<file path="src/rtl/controle_multiciclo_pkg.sv">
// Shared processor definitions: opcode/funct constants, ALU operation codes,
// control-FSM states and instruction-class decode helpers.
package pacote_processador;

    localparam logic [6:0] OPC_REG    = 7'b0110011;
    localparam logic [6:0] OPC_IMM    = 7'b0010011;
    localparam logic [6:0] OPC_LOAD   = 7'b0000011;
    localparam logic [6:0] OPC_STORE  = 7'b0100011;
    localparam logic [6:0] OPC_BRANCH = 7'b1100011;

    localparam logic [2:0] F3_ADD  = 3'b000;
    localparam logic [2:0] F3_OR   = 3'b110;
    localparam logic [2:0] F3_SLL  = 3'b001;
    localparam logic [2:0] F3_ANDI = 3'b111;
    localparam logic [2:0] F3_HALF = 3'b001;
    localparam logic [2:0] F3_BNE  = 3'b001;
    localparam logic [6:0] F7_ADD  = 7'b0000000;

    localparam logic [3:0] ALU_AND = 4'b0000;
    localparam logic [3:0] ALU_OR  = 4'b0001;
    localparam logic [3:0] ALU_ADD = 4'b0010;
    localparam logic [3:0] ALU_SLL = 4'b0011;
    localparam logic [3:0] ALU_SUB = 4'b0110;

    typedef enum logic [2:0] {
        ESPERA, DECODIFICA, EXECUTA, MEMORIA, ESCRITA, DESVIO
    } estado_t;

    typedef enum logic [2:0] {
        C_ADD, C_OR, C_SLL, C_ANDI, C_LH, C_SH, C_BNE, C_INVALIDA
    } classe_t;

    typedef enum logic [1:0] {
        FMT_I, FMT_S, FMT_B
    } formato_t;

    function automatic classe_t classifica(input logic [6:0] opcode,
                                           input logic [2:0] f3,
                                           input logic [6:0] f7);
        classe_t c;
        c = C_INVALIDA;
        case (opcode)
            OPC_REG: begin
                if (f3 == F3_ADD && f7 == F7_ADD) c = C_ADD;
                else if (f3 == F3_OR)             c = C_OR;
                else if (f3 == F3_SLL)            c = C_SLL;
            end
            OPC_IMM:    if (f3 == F3_ANDI) c = C_ANDI;
            OPC_LOAD:   if (f3 == F3_HALF) c = C_LH;
            OPC_STORE:  if (f3 == F3_HALF) c = C_SH;
            OPC_BRANCH: if (f3 == F3_BNE)  c = C_BNE;
            default:    c = C_INVALIDA;
        endcase
        return c;
    endfunction

    function automatic logic [3:0] op_da_classe(input classe_t c);
        case (c)
            C_OR:    return ALU_OR;
            C_SLL:   return ALU_SLL;
            C_ANDI:  return ALU_AND;
            C_BNE:   return ALU_SUB;
            default: return ALU_ADD;
        endcase
    endfunction

    function automatic logic sel_da_classe(input classe_t c);
        return (c == C_ANDI) || (c == C_LH) || (c == C_SH);
    endfunction

    function automatic formato_t formato_da_classe(input classe_t c);
        case (c)
            C_SH:    return FMT_S;
            C_BNE:   return FMT_B;
            default: return FMT_I;
        endcase
    endfunction

endpackage

</file>
<file path="src/rtl/controle_multiciclo_if.sv">
// Fetch/memory handshake and decoded control bundle between the control unit
// and its neighbours (fetch, ALU, register file, data memory, PC logic).
interface controle_multiciclo_if;
    logic [31:0] instrucao;
    logic        instrucao_valida;
    logic        instrucao_pronta;
    logic        mem_pronto;
    logic [3:0]  resultado_alu_control;
    logic        sel_alu_imediato;
    logic [31:0] imediato;
    logic [4:0]  rs1;
    logic [4:0]  rs2;
    logic [4:0]  rd;
    logic        escreve_reg;
    logic        mem_para_reg;
    logic        le_mem;
    logic        escreve_mem;
    logic        avalia_desvio;
    logic        instrucao_invalida;
    logic [31:0] contador_instrucoes;

    modport slave (
        input  instrucao, instrucao_valida, mem_pronto,
        output instrucao_pronta, resultado_alu_control, sel_alu_imediato,
               imediato, rs1, rs2, rd, escreve_reg, mem_para_reg, le_mem,
               escreve_mem, avalia_desvio, instrucao_invalida,
               contador_instrucoes
    );

    modport master (
        output instrucao, instrucao_valida, mem_pronto,
        input  instrucao_pronta, resultado_alu_control, sel_alu_imediato,
               imediato, rs1, rs2, rd, escreve_reg, mem_para_reg, le_mem,
               escreve_mem, avalia_desvio, instrucao_invalida,
               contador_instrucoes
    );
endinterface

</file>
<file path="src/rtl/controle_multiciclo_gerador_imediato.sv">
// Sign-extended I/S/B immediate builder; fed with instruction bits [31:20]
// and [11:7], which together hold every immediate bit of these formats.
module gerador_imediato
    import pacote_processador::*;
(
    input  logic [11:0] campo_alto,
    input  logic [4:0]  campo_baixo,
    input  formato_t    formato,
    output logic [31:0] imediato
);
    always_comb begin
        imediato = {{20{campo_alto[11]}}, campo_alto};
        case (formato)
            FMT_S: imediato = {{20{campo_alto[11]}}, campo_alto[11:5], campo_baixo};
            FMT_B: imediato = {{19{campo_alto[11]}}, campo_alto[11], campo_baixo[0],
                               campo_alto[10:5], campo_baixo[4:1], 1'b0};
            default: ;
        endcase
    end
endmodule

</file>
<file path="src/rtl/controle_multiciclo.sv">
// Multicycle RV32-subset control unit: accepts one instruction, decodes it and
// sequences execute, memory, write-back and branch phases; counts retirements.
module controle_multiciclo
    import pacote_processador::*;
(
    input logic                  clock,
    input logic                  reset,
    controle_multiciclo_if.slave bus
);
    estado_t     estado_q, estado_d;
    logic [31:0] ir_q, ir_d;
    logic [3:0]  op_q, op_d;
    logic        sel_q, sel_d;
    logic [31:0] imediato_q, imediato_d;
    logic        pronta_q, pronta_d;
    logic        escreve_reg_q, escreve_reg_d;
    logic        mem_para_reg_q, mem_para_reg_d;
    logic        le_mem_q, le_mem_d;
    logic        escreve_mem_q, escreve_mem_d;
    logic        avalia_q, avalia_d;
    logic        invalida_q, invalida_d;
    logic [31:0] contador_q, contador_d;

    classe_t     classe_entrada, classe_ir;
    logic [31:0] imm_gerado;
    logic        rd_nao_zero;

    // Decoded fields are computed from the incoming word at the accept edge so
    // they are already stable during DECODIFICA and held until ESPERA.
    assign classe_entrada = classifica(bus.instrucao[6:0], bus.instrucao[14:12], bus.instrucao[31:25]);
    assign classe_ir      = classifica(ir_q[6:0], ir_q[14:12], ir_q[31:25]);
    assign rd_nao_zero    = |ir_q[11:7];

    gerador_imediato u_gerador_imediato (
        .campo_alto  (bus.instrucao[31:20]),
        .campo_baixo (bus.instrucao[11:7]),
        .formato     (formato_da_classe(classe_entrada)),
        .imediato    (imm_gerado)
    );

    always_comb begin
        estado_d       = estado_q;
        ir_d           = ir_q;
        op_d           = op_q;
        sel_d          = sel_q;
        imediato_d     = imediato_q;
        pronta_d       = pronta_q;
        escreve_reg_d  = escreve_reg_q;
        mem_para_reg_d = mem_para_reg_q;
        le_mem_d       = le_mem_q;
        escreve_mem_d  = escreve_mem_q;
        avalia_d       = avalia_q;
        invalida_d     = 1'b0;
        contador_d     = contador_q;

        case (estado_q)
            ESPERA: begin
                if (bus.instrucao_valida) begin
                    ir_d       = bus.instrucao;
                    op_d       = op_da_classe(classe_entrada);
                    sel_d      = sel_da_classe(classe_entrada);
                    imediato_d = imm_gerado;
                    invalida_d = (classe_entrada == C_INVALIDA);
                    pronta_d   = 1'b0;
                    estado_d   = DECODIFICA;
                end
            end
            DECODIFICA: begin
                if (classe_ir == C_INVALIDA) begin
                    pronta_d = 1'b1;
                    estado_d = ESPERA;
                end else begin
                    estado_d = EXECUTA;
                end
            end
            EXECUTA: begin
                case (classe_ir)
                    C_LH: begin
                        le_mem_d       = 1'b1;
                        mem_para_reg_d = 1'b1;
                        estado_d       = MEMORIA;
                    end
                    C_SH: begin
                        escreve_mem_d = 1'b1;
                        estado_d      = MEMORIA;
                    end
                    C_BNE: begin
                        avalia_d = 1'b1;
                        estado_d = DESVIO;
                    end
                    default: begin
                        escreve_reg_d  = rd_nao_zero;
                        mem_para_reg_d = 1'b0;
                        estado_d       = ESCRITA;
                    end
                endcase
            end
            MEMORIA: begin
                if (bus.mem_pronto) begin
                    le_mem_d      = 1'b0;
                    escreve_mem_d = 1'b0;
                    if (classe_ir == C_LH) begin
                        escreve_reg_d = rd_nao_zero;
                        estado_d      = ESCRITA;
                    end else begin
                        contador_d = contador_q + 32'd1;
                        pronta_d   = 1'b1;
                        estado_d   = ESPERA;
                    end
                end
            end
            ESCRITA: begin
                escreve_reg_d  = 1'b0;
                mem_para_reg_d = 1'b0;
                contador_d     = contador_q + 32'd1;
                pronta_d       = 1'b1;
                estado_d       = ESPERA;
            end
            DESVIO: begin
                avalia_d   = 1'b0;
                contador_d = contador_q + 32'd1;
                pronta_d   = 1'b1;
                estado_d   = ESPERA;
            end
            default: begin
                pronta_d = 1'b1;
                estado_d = ESPERA;
            end
        endcase
    end

    always_ff @(posedge clock or posedge reset) begin
        if (reset) begin
            estado_q       <= ESPERA;
            ir_q           <= '0;
            op_q           <= ALU_ADD;
            sel_q          <= 1'b0;
            imediato_q     <= '0;
            pronta_q       <= 1'b1;
            escreve_reg_q  <= 1'b0;
            mem_para_reg_q <= 1'b0;
            le_mem_q       <= 1'b0;
            escreve_mem_q  <= 1'b0;
            avalia_q       <= 1'b0;
            invalida_q     <= 1'b0;
            contador_q     <= '0;
        end else begin
            estado_q       <= estado_d;
            ir_q           <= ir_d;
            op_q           <= op_d;
            sel_q          <= sel_d;
            imediato_q     <= imediato_d;
            pronta_q       <= pronta_d;
            escreve_reg_q  <= escreve_reg_d;
            mem_para_reg_q <= mem_para_reg_d;
            le_mem_q       <= le_mem_d;
            escreve_mem_q  <= escreve_mem_d;
            avalia_q       <= avalia_d;
            invalida_q     <= invalida_d;
            contador_q     <= contador_d;
        end
    end

    assign bus.instrucao_pronta      = pronta_q;
    assign bus.resultado_alu_control = op_q;
    assign bus.sel_alu_imediato      = sel_q;
    assign bus.imediato              = imediato_q;
    assign bus.rs1                   = ir_q[19:15];
    assign bus.rs2                   = ir_q[24:20];
    assign bus.rd                    = ir_q[11:7];
    assign bus.escreve_reg           = escreve_reg_q;
    assign bus.mem_para_reg          = mem_para_reg_q;
    assign bus.le_mem                = le_mem_q;
    assign bus.escreve_mem           = escreve_mem_q;
    assign bus.avalia_desvio         = avalia_q;
    assign bus.instrucao_invalida    = invalida_q;
    assign bus.contador_instrucoes   = contador_q;
endmodule
</file>
<file path="src/flat_wrapper.sv">
// flat-port wrapper written by rule: the top's interface ports become plain ports
module controle_multiciclo_flat import pacote_processador::*;
  (clock, reset, bus_instrucao, bus_instrucao_valida, bus_mem_pronto, bus_instrucao_pronta, bus_resultado_alu_control, bus_sel_alu_imediato, bus_imediato, bus_rs1, bus_rs2, bus_rd, bus_escreve_reg, bus_mem_para_reg, bus_le_mem, bus_escreve_mem, bus_avalia_desvio, bus_instrucao_invalida, bus_contador_instrucoes);
  controle_multiciclo_if bus_i ();
  input logic clock;
  input logic reset;
  input wire logic [$bits(bus_i.instrucao)-1:0] bus_instrucao;
  input wire logic [$bits(bus_i.instrucao_valida)-1:0] bus_instrucao_valida;
  input wire logic [$bits(bus_i.mem_pronto)-1:0] bus_mem_pronto;
  output wire logic [$bits(bus_i.instrucao_pronta)-1:0] bus_instrucao_pronta;
  output wire logic [$bits(bus_i.resultado_alu_control)-1:0] bus_resultado_alu_control;
  output wire logic [$bits(bus_i.sel_alu_imediato)-1:0] bus_sel_alu_imediato;
  output wire logic [$bits(bus_i.imediato)-1:0] bus_imediato;
  output wire logic [$bits(bus_i.rs1)-1:0] bus_rs1;
  output wire logic [$bits(bus_i.rs2)-1:0] bus_rs2;
  output wire logic [$bits(bus_i.rd)-1:0] bus_rd;
  output wire logic [$bits(bus_i.escreve_reg)-1:0] bus_escreve_reg;
  output wire logic [$bits(bus_i.mem_para_reg)-1:0] bus_mem_para_reg;
  output wire logic [$bits(bus_i.le_mem)-1:0] bus_le_mem;
  output wire logic [$bits(bus_i.escreve_mem)-1:0] bus_escreve_mem;
  output wire logic [$bits(bus_i.avalia_desvio)-1:0] bus_avalia_desvio;
  output wire logic [$bits(bus_i.instrucao_invalida)-1:0] bus_instrucao_invalida;
  output wire logic [$bits(bus_i.contador_instrucoes)-1:0] bus_contador_instrucoes;
  assign bus_i.instrucao = bus_instrucao;
  assign bus_i.instrucao_valida = bus_instrucao_valida;
  assign bus_i.mem_pronto = bus_mem_pronto;
  assign bus_instrucao_pronta = bus_i.instrucao_pronta;
  assign bus_resultado_alu_control = bus_i.resultado_alu_control;
  assign bus_sel_alu_imediato = bus_i.sel_alu_imediato;
  assign bus_imediato = bus_i.imediato;
  assign bus_rs1 = bus_i.rs1;
  assign bus_rs2 = bus_i.rs2;
  assign bus_rd = bus_i.rd;
  assign bus_escreve_reg = bus_i.escreve_reg;
  assign bus_mem_para_reg = bus_i.mem_para_reg;
  assign bus_le_mem = bus_i.le_mem;
  assign bus_escreve_mem = bus_i.escreve_mem;
  assign bus_avalia_desvio = bus_i.avalia_desvio;
  assign bus_instrucao_invalida = bus_i.instrucao_invalida;
  assign bus_contador_instrucoes = bus_i.contador_instrucoes;
  controle_multiciclo u_core (.clock(clock), .reset(reset), .bus(bus_i));
endmodule
</file>
<file path="config.mk">
export PLATFORM = sky130hd
export DESIGN_NAME = controle_multiciclo_flat
export DESIGN_NICKNAME = d
export VERILOG_FILES = /design/src/rtl/controle_multiciclo_pkg.sv /design/src/rtl/controle_multiciclo_if.sv /design/src/rtl/controle_multiciclo_gerador_imediato.sv /design/src/rtl/controle_multiciclo.sv /design/src/flat_wrapper.sv
export SDC_FILE = /design/constraint.sdc
export NUM_CORES = 1
export LEC_CHECK = 0
export CAP_MARGIN = 10
export CORE_MARGIN = 2
export CORE_UTILIZATION = 52
export DETAILED_ROUTE_END_ITERATION = 16
export PLACE_DENSITY_LB_ADDON = 0.3
export REMOVE_ABC_BUFFERS = 1
export SLEW_MARGIN = 20
export SYNTH_ARGS = -nofsm -noshare
export SYNTH_HDL_FRONTEND = slang
export SYNTH_SLANG_ARGS = --single-unit
export TNS_END_PERCENT = 20
</file>
<file path="constraint.sdc">
create_clock -name clock -period 5.6 [get_ports clock]
set_clock_uncertainty 0.1 [all_clocks]
set_input_delay 0.84 -clock clock [delete_from_list [all_inputs] [get_ports clock]]
set_output_delay 0.84 -clock clock [all_outputs]
set_load 0.01 [all_outputs]
</file>
Word level (Yosys, flattened, before mapping)
Cells that the tools add are included.
{"block": "word_totals", "ff_bits": 92, "latchBits": 0, "ram_bits": 0, "romBits": 0, "inputBits": 36, "out_inout_bits": 91, "word_cells": 135, "mem_count": 0}
{"block": "classes", "n_addsub": 1, "mul": 0, "div": 0, "order_cmp": 0, "n_eq_ne": 44, "n_shift": 0, "n_mux": 48, "bitwise_logic": 1, "n_reduce_logical": 28}
{"cell": "$mux W32", "count": 2}
{"cell": "$pmux W32 S2", "count": 1}
{"cell": "$eq A3 B3 Y1 const B", "count": 14}
{"cell": "$mux W3", "count": 11}
{"cell": "$add A32 B1 Y32 const B", "count": 1}
{"cell": "$pmux W3 S5", "count": 2}
{"cell": "$eq A7 B6 Y1 const B", "count": 4}
{"cell": "$pmux W12 S2", "count": 1}
{"cell": "$pmux W3 S4", "count": 2}
{"cell": "$mux W1", "count": 15}
{"cell": "$eq A7 B2 Y1 const B", "count": 2}
{"cell": "$eq A7 B5 Y1 const B", "count": 2}
{"cell": "$eq A7 B7 Y1 const B", "count": 2}
{"cell": "$logic_not A7 Y1", "count": 2}
{"cell": "$eq A3 B1 Y1 const B", "count": 4}
{"cell": "$eq A3 B2 Y1 const B", "count": 4}
{"cell": "$mux W2", "count": 5}
{"cell": "$ne A2 B1 Y1 const B", "count": 5}
{"cell": "$ne A2 B2 Y1 const B", "count": 5}
{"cell": "$pmux W1 S2", "count": 5}
{"cell": "$logic_not A3 Y1", "count": 3}
{"cell": "$reduce_and A3 Y1", "count": 3}
{"cell": "$reduce_and A2 Y1", "count": 4}
{"cell": "$reduce_bool A2 Y1", "count": 4}
{"cell": "15 further kinds", "count": 19}

Logic depth before layout (Yosys ltp)
Gate-level depths: netlist (run 1).
{"block": "logic_depth", "depth_word": 9, "ltp_mapped": 11, "ltp_nobuf": 10}

By module
From an unflattened synthesis (run 1), not the netlist that was laid out.
{"block": "hier_totals", "hier_cells": 600, "area_unflattened_um2": 5388.9}
{"mod": "controle_multiciclo", "instances": 1, "cells_each": 551, "area_per_inst_um2": 5066.1, "seq_area_each_um2": 2755.1}
{"mod": "gerador_imediato", "instances": 1, "cells_each": 49, "area_per_inst_um2": 322.8, "seq_area_each_um2": 0.0}

Worst setup path before layout (run 1)
Ideal clock, no wire load.
{"block": "synth_timing", "path_kind": "input-to-reg", "start": "in bus_instrucao[14]", "end": "reg u_core.imediato_q[1] (netlist: u_core.bus.imediato[1])", "setup_time_ns": 0.083, "arrival_time_ns": 2.840, "required_time_ns": 5.417, "path_slack_ns": 2.577, "cell_stages": 9, "path_buffers": 0, "cell_sequence": "or3b_2 -> a2111oi_0 -> a41o_2 -> o21bai_1 -> nor2_1 -> ha_1 -> nor2_1 -> a22oi_1 -> o21ai_0"}
{"block": "synth_between", "elab_chain_len": 9, "elab_cells_between_ends": 19, "cone_classes": "eq/ne: 7; mux: 10; reduce/logical: 2"}
{"element": "start: declaration", "line": "flat_wrapper.sv:7", "text": "input wire logic [$bits(bus_i.instrucao)-1:0] bus_instrucao;"}
{"element": "$eq A3 B1 Y1"}
{"element": "$mux W3", "line": "controle_multiciclo_pkg.sv:46", "text": "else if (f3 == F3_SLL) c = C_SLL;"}
{"element": "$mux W3", "line": "controle_multiciclo_pkg.sv:45", "text": "else if (f3 == F3_OR) c = C_OR;"}
{"element": "$mux W3", "line": "controle_multiciclo_pkg.sv:44", "text": "if (f3 == F3_ADD && f7 == F7_ADD) c = C_ADD;"}
{"element": "$pmux W3 S5 *", "line": "controle_multiciclo_pkg.sv:42", "text": "case (opcode)"}
{"element": "$eq A3 B3 Y1", "line": "controle_multiciclo_pkg.sv:72", "text": "case (c)"}
{"element": "$pmux W2 S2 *", "line": "controle_multiciclo_pkg.sv:72"}
{"element": "$eq A2 B2 Y1 or $eq A2 B1 Y1 (tied branches)", "line": "controle_multiciclo_gerador_imediato.sv:13", "text": "case (formato)"}
{"element": "$pmux W12 S2 *", "line": "controle_multiciclo_gerador_imediato.sv:13"}
{"element": "end signal: assignment", "line": "controle_multiciclo.sv:152", "text": "imediato_q <= imediato_d;"}
{"element": "end: declaration", "line": "controle_multiciclo.sv:14", "text": "logic [31:0] imediato_q, imediato_d;"}
Every way passes the cells marked *; elsewhere a longest branch is shown, timed or not.
A chain may end at the register's enable or synchronous reset.

Worst setup path after layout (run 1)
{"block": "layout_timing", "start": "in bus_instrucao[12]", "end": "reg u_core.imediato_q[1] (netlist: u_core.bus.imediato[1])"}
The elaborated chain is that of the path after synthesis.

==> impl_metrics.ini, run 1 <==
[routing]
wirelength_mm = 10.60
vias = 3745
final_antenna_net_count = 0
drcViolationCount = 0
drt_pass1_iterations = 4
wire_per_inst_microns = 15.61
drt_iter0_markers = 193
post_drt_via_cell_ratio = 5.515

[status]
status = completed

[sta]
setup_viol = 0
relSlewSlack = 0.5105
drv_slew = 0
tightest_slew_ns = 0.7342
fmax_mhz = 266.0
hold_violations = 0
rsz0062_at_grt = false
finalCritPeriodShare = 0.6714
min_period_ns = 3.760
whs_ns = 0.3755
tns_ns = 0

[layout]
diodes = 0
drive_gt1_frac = 0.07531
syn_to_final_growth_pct = 27.25
largest_reg_flops = 32
final_area_sq_um = 5796
nFillCells = 675
fin_nets = 605

[pwr]
p_leak_nw = 2.441
swShare = 0.2958
powerDensity_nw_per_um2 = 284.3
combPwrFrac = 0.247
p_clk_frac = 0.299
ir_drop_uv = 157.3
internal-power_mw = 1.160
switchingPower_mw = 0.4875
seq_power_share = 0.454

[clock_tree]
clock_sinks = 84
htree_levels = 3
clock_path_buffers = 2
postCtsSetupBuffers = 0
cts.hold.buffers_added = 0
cts_resized = 0
clk_pin_slew_ns = 0.09
clockRootBuffer = clkbuf_8
clkLatencyLatePin_ns = 0.35
tritoncts = yes
cts_made_buffers = 9

[placed_design]
dpl_cell_area_sq_um = 5568
io_buffers = 125
gp_congestion = 0.8890
dpl.hpwl_mm = 7.683

[global_route]
gr-usage-met3 = 0.04964
gr-usage-met1 = 0.2922
grt_max_degree = 48
track_usage = 0.2282
antenna_found_initial = 0
gr-total-overflow = 0
grtUsageMet2 = 0.3793
grt_first_pass_wirelength_mm = 17.83
grt_pass1_vias = 3687
grt.busiest_layer = met2

[worst_setup_path]
start_kind = primary input
path_buf_inv = 1
crit_slowest_cell = clkdlybuf4s50_1
r2r_end = u_core.bus.contador_instrucoes[13]
cp.depth = 10
worstPathCellList = clkdlybuf4s50_1 > or3b_2 > a2111oi_0 > a41o_2 > o21bai_1 > nor2_1 > ha_1 > nor2_1 > a22oi_1 > o21ai_0
endpoint_kind = flop
startpoint = bus_instrucao[12]
rrSetupSlack_ns = 2.95
r2r_start = u_core.ir_q[4]
crit_path_max_fanout = 8
cp_top_family = compound AO/OA/AOI/OAI gates
endpoint = u_core.bus.imediato[1]
cp.arrival_ns = 3.92
slowest_delay_ns = 0.58
worstSetupPathType = primary input to flop
path_common_cell = nor2_1
reg2reg_depth = 5
cp.required_ns = 5.76

[floorplan]
pin_count = 127
start_util = 0.5300
coreArea_sq_um = 8593
die_x_microns = 97.59
die_y_microns = 97.59
dieArea_sq_um = 9523
num_rows = 34

[synth]
synth-adder-area-share = 0.008242
synthSimpleGateAreaFrac = 0.2687
syn_avg_cell_area_sq_um = 9.314
netlist_area_sq_um = 4554
synth_cell_types = 64
synth_edf_count = 0
ys.warnings.count = 0
synthArstFlopShare = 1.000
synth-compound-area-share = 0.09890
synth.area.mux_share = 0
ys.flop_type = dfrtp_1
syn-instance-count = 489
synthXorXnorAreaFrac = 0.06703
ys_seq_area_frac = 0.4621
synth-seq-cells = 84
synth_top_family_by_area = simple AND/OR/NAND/NOR gates

[hold_path]
hold_class = flop to flop

[flow_run]
max_cap_viol_count = 0
layout make-up:
| cell class | instances | area (sq um) | share of cell area |
|---|---|---|---|
| flip-flops and latches | 84 | 2105 | 0.3631 |
| clock inverters | 3 | 68.82 | 0.01187 |
| multi-input cells | 336 | 2023 | 0.3491 |
| well taps | 108 | 135.1 | 0.02332 |
| inverters | 6 | 23.77 | 0.004102 |
| repair buffers | 129 | 1281 | 0.2211 |
| clock buffers | 13 | 158.9 | 0.02742 |
cells in the final DEF, fill, tap and decap left out, types with 3 or more instances in the layout:
master	instances
nand2_1	125
nor4_1	9
dfrtp_1	82
a31oi_1	5
and2_1	4
nand3_1	15
clkdlybuf4s50_1	125
xnor2_1	15
a22oi_1	5
nand4_1	12
nor2b_1	4
ha_1	3
and4_1	4
buf_4	4
nor2_1	16
o21a_1	3
xor2_1	18
or2_2	5
a21oi_1	8
clkbuf_8	11
and3_1	4
inv_1	5
nand2b_1	3
o21ai_0	17
nor3_1	12
nor3b_1	3
routing by layer:
| metal | vias to the layer above | routed length [microns] |
|---|---|---|
| li1 | 1795 | - |
| met1 | 1803 | 4489 |
| met2 | 137 | 5275 |
| met3 | 10 | 716 |
| met4 | 0 | 119 |
| met5 | - | 0 |
logic make-up (layout without fill, tap and decap cells):
kind of cell,count (synthesis),in the layout
xor+xnor,34,34
other cells,1,1
compound gates,61,61
flops,84,84
fa+ha+maj,3,3
buf+inv,69,151
simple gates,237,237
cell usage after synthesis (all sizes together), types with 3 or more instances:
cell type    n  area, sq um
nand4bb      3        50.05
a31oi        5        31.28
inv          6        22.52
clkbuf      13        50.04
xnor2       16        147.7
o21a         3        22.52
a22oi        5        37.54
dfrtp       82         2052
and4         4        35.03
o21ai       18        93.84
nand4       13        87.58
a21oi        9        56.31
nand2      126        480.5
nor4        11        98.84
nor3b        3        22.52
nor2        17        63.81
nand2b       3        18.77
ha           3        37.54
nor2b        4        25.02
and3         4        25.02
buf         50        356.6
or4b         3        37.54
xor2        18        157.7
and2         4        25.02
nand3       15        75.07
or4          3        26.27
nor3        12        60.06
or2          5        31.28
worst min path at each step:
stage,start,end,cells past startpoint
finish,u_core.bus.contador_instrucoes[31],u_core.bus.contador_instrucoes[31],1
floorplan,u_core.ir_q[2],u_core.ir_q[2],2
CTS,u_core.bus.contador_instrucoes[31],u_core.bus.contador_instrucoes[31],1
detailed placement,u_core.ir_q[16],u_core.ir_q[16],2
global route,u_core.bus.contador_instrucoes[31],u_core.bus.contador_instrucoes[31],1
global placement,u_core.ir_q[18],u_core.ir_q[18],2
power groups by stage:
stage | Clock [mW] | Combinational (mW) | Sequential [mW]
final | 0.493 | 0.407 | 0.748
after global routing | 0.531 | 0.442 | 0.760
after CTS | 0.504 | 0.410 | 0.748
after floorplan | 0 | 0.144 | 0.781
after global placement | 0 | 0.401 | 0.755
after detailed placement | 0 | 0.408 | 0.759
per-stage QoR:
stage / power [mW] / setup WS (ns) / utilization / cells
3_3_place_gp: 1.156 / 1.867 / 0.6479 / 663
6_report: 1.648 / 1.840 / 0.6744 / 679
5_1_grt: 1.733 / 1.646 / 0.6744 / 679
2_1_floorplan: 0.9250 / 2.498 / - / 426
4_1_cts: 1.662 / 1.931 / 0.6744 / 679
3_5_place_dp: 1.167 / 1.553 / 0.6479 / 663
No activity file was read; power rests on OpenSTA's default activity.
==> run 2: changes to the inputs <==
- CORE_UTILIZATION: 52 -> 49
- clock period: 5.6 -> 3.6 ns (I/O delays scaled with it)
==> run 2 against run 1 <==
- register-to-register slack got worse by 2.1 ns
- critical path depth unchanged
- first-iteration DRC count increased by 27%
- worst hold slack improved by 0.0035 ns
- sequential cell count unchanged
- sequential share of layout area decreased by 0.12 points
- die area increased by 5.9%
- sequential power increased by 55%
- count of clock-buffer cells in the layout decreased by 2
==> impl_metrics.ini, run 2 (same netlist as run 1, synthesis figures left out) <==
[status]
status = completed

[layout]
largest_reg_flops = 32
drive_gt1_frac = 0.07867
multi_input_area_sq_um = 2023
syn_to_final_growth_pct = 27.66
final_util = 0.6383
final_cell_mix = nand2_1 (125), clkdlybuf4s50_1 (125), dfrtp_1 (82), xor2_1 (18), o21ai_0 (17)
diodes = 0
ff_latch_area_sq_um = 2105
nFillCells = 777
fin_nets = 607

[clock_tree]
clock_path_buffers = 2
clkLatencyLatePin_ns = 0.34
clk_pin_slew_ns = 0.08
cts.hold.buffers_added = 0
clockRootBuffer = clkbuf_8
tritoncts = yes
postCtsSetupBuffers = 0
clock_sinks = 84
cts_resized = 0
htree_levels = 3
cts_made_buffers = 9

[routing]
drt_iter0_markers = 245
final_antenna_net_count = 0
drt_pass1_iterations = 4
post_drt_via_cell_ratio = 5.549
wire_per_inst_microns = 15.91
drcViolationCount = 0
wirelength_mm = 10.87
vias = 3790

[sta]
hold_violations = 0
min_period_ns = 3.263
rsz0062_at_grt = false
relSlewSlack = 0.4786
setup_slack_ns = 0.3370
tns_ns = 0
drv_slew = 0
tightest_slew_ns = 0.7822
setup_viol = 0
fmax_mhz = 306.5
finalCritPeriodShare = 0.9064

[worst_setup_path]
endpoint_kind = flop
cp.required_ns = 3.76
worstSetupPathType = primary input to flop
cp.arrival_ns = 3.43
start_kind = primary input
crit_path_max_fanout = 8

[placed_design]
io_buffers = 125
place_ws_ns = 0.03681
gp_congestion = 0.8597
dpl.hpwl_mm = 7.753

[hold_path]
hold_class = flop to flop

[floorplan]
die_y_microns = 100.4
pin_count = 127
start_util = 0.5000
num_rows = 35
dieArea_sq_um = 10080
coreArea_sq_um = 9109
die_x_microns = 100.4

[global_route]
antenna_found_initial = 0
grt_max_degree = 48
grt_pass1_vias = 3720
track_usage = 0.2205
grt_first_pass_wirelength_mm = 17.80
gr-total-overflow = 0

[pwr]
ir_drop_uv = 204.2
powerDensity_nw_per_um2 = 436.8
total_power_mw = 2.540
p_leak_nw = 2.451

[flow_run]
max_cap_viol_count = 0
## run 2: changes by cell type in the layout (fill, tap and decap cells not counted), sizes merged
| cell | change |
|---|---|
| buf | +2 |
| clkbuf | -2 |
| clkinv | +1 |
## run 2: per-layer routing
metal	vias up	wire length [microns]	global-route usage
met4	0	74	0.07060
li1	1796	-	-
met5	-	0	0
met2	138	5261	0.3562
met3	7	777	0.05153
met1	1849	4754	0.2953
## run 2: layout make-up
cell class,count,area share
timing repair buffer,131,0.2251
clock buffer,11,0.02432
sequential,84,0.3620
multi-input combinational,336,0.3480
tap,111,0.02389
inverter,6,0.004089
clock inverter,4,0.01270
## run 2: final timing paths
path / start / end / slack, ns / depth (start not counted)
max: bus_instrucao[12] / u_core.bus.imediato[3] / 0.34 / 10
min: u_core.bus.contador_instrucoes[31] / u_core.bus.contador_instrucoes[31] / 0.38 / 1
max reg2reg: u_core.ir_q[4] / u_core.bus.contador_instrucoes[11] / 0.90 / 5
min reg2reg: u_core.bus.contador_instrucoes[31] / u_core.bus.contador_instrucoes[31] / 0.38 / 1
max in group asynchronous: reset / u_core.bus.resultado_alu_control[1] / 2.14 / 3
min in group asynchronous: reset / u_core.bus.contador_instrucoes[6] / 0.52 / 2
## run 2: where the power goes
group	leakage, nW	switching, mW	internal [mW]
sequential	1.02	0.113	1.04
combinational	1.32	0.315	0.333
clock	0.109	0.326	0.407
total	2.45	0.755	1.78
## run 2: metrics by stage
stage / instance area [sq um] / std cells / hold WS (ns)
2_1_floorplan: 4148 / 426 / 0.3467
3_3_place_gp: 5599 / 668 / 0.3570
3_5_place_dp: 5599 / 668 / 0.3620
4_1_cts: 5814 / 683 / 0.3766
5_1_grt: 5814 / 683 / 0.4111
6_report: 5814 / 683 / 0.3790
## run 2: critical path, stage by stage
cell	delay (ns)
clkdlybuf4s50_1	0.58
or3b_2	0.48
a2111oi_0	0.39
a41o_2	0.21
o21bai_1	0.15
nor2_1	0.08
ha_1	0.40
nor2_1	0.32
a22oi_1	0.12
o21ai_0	0.15
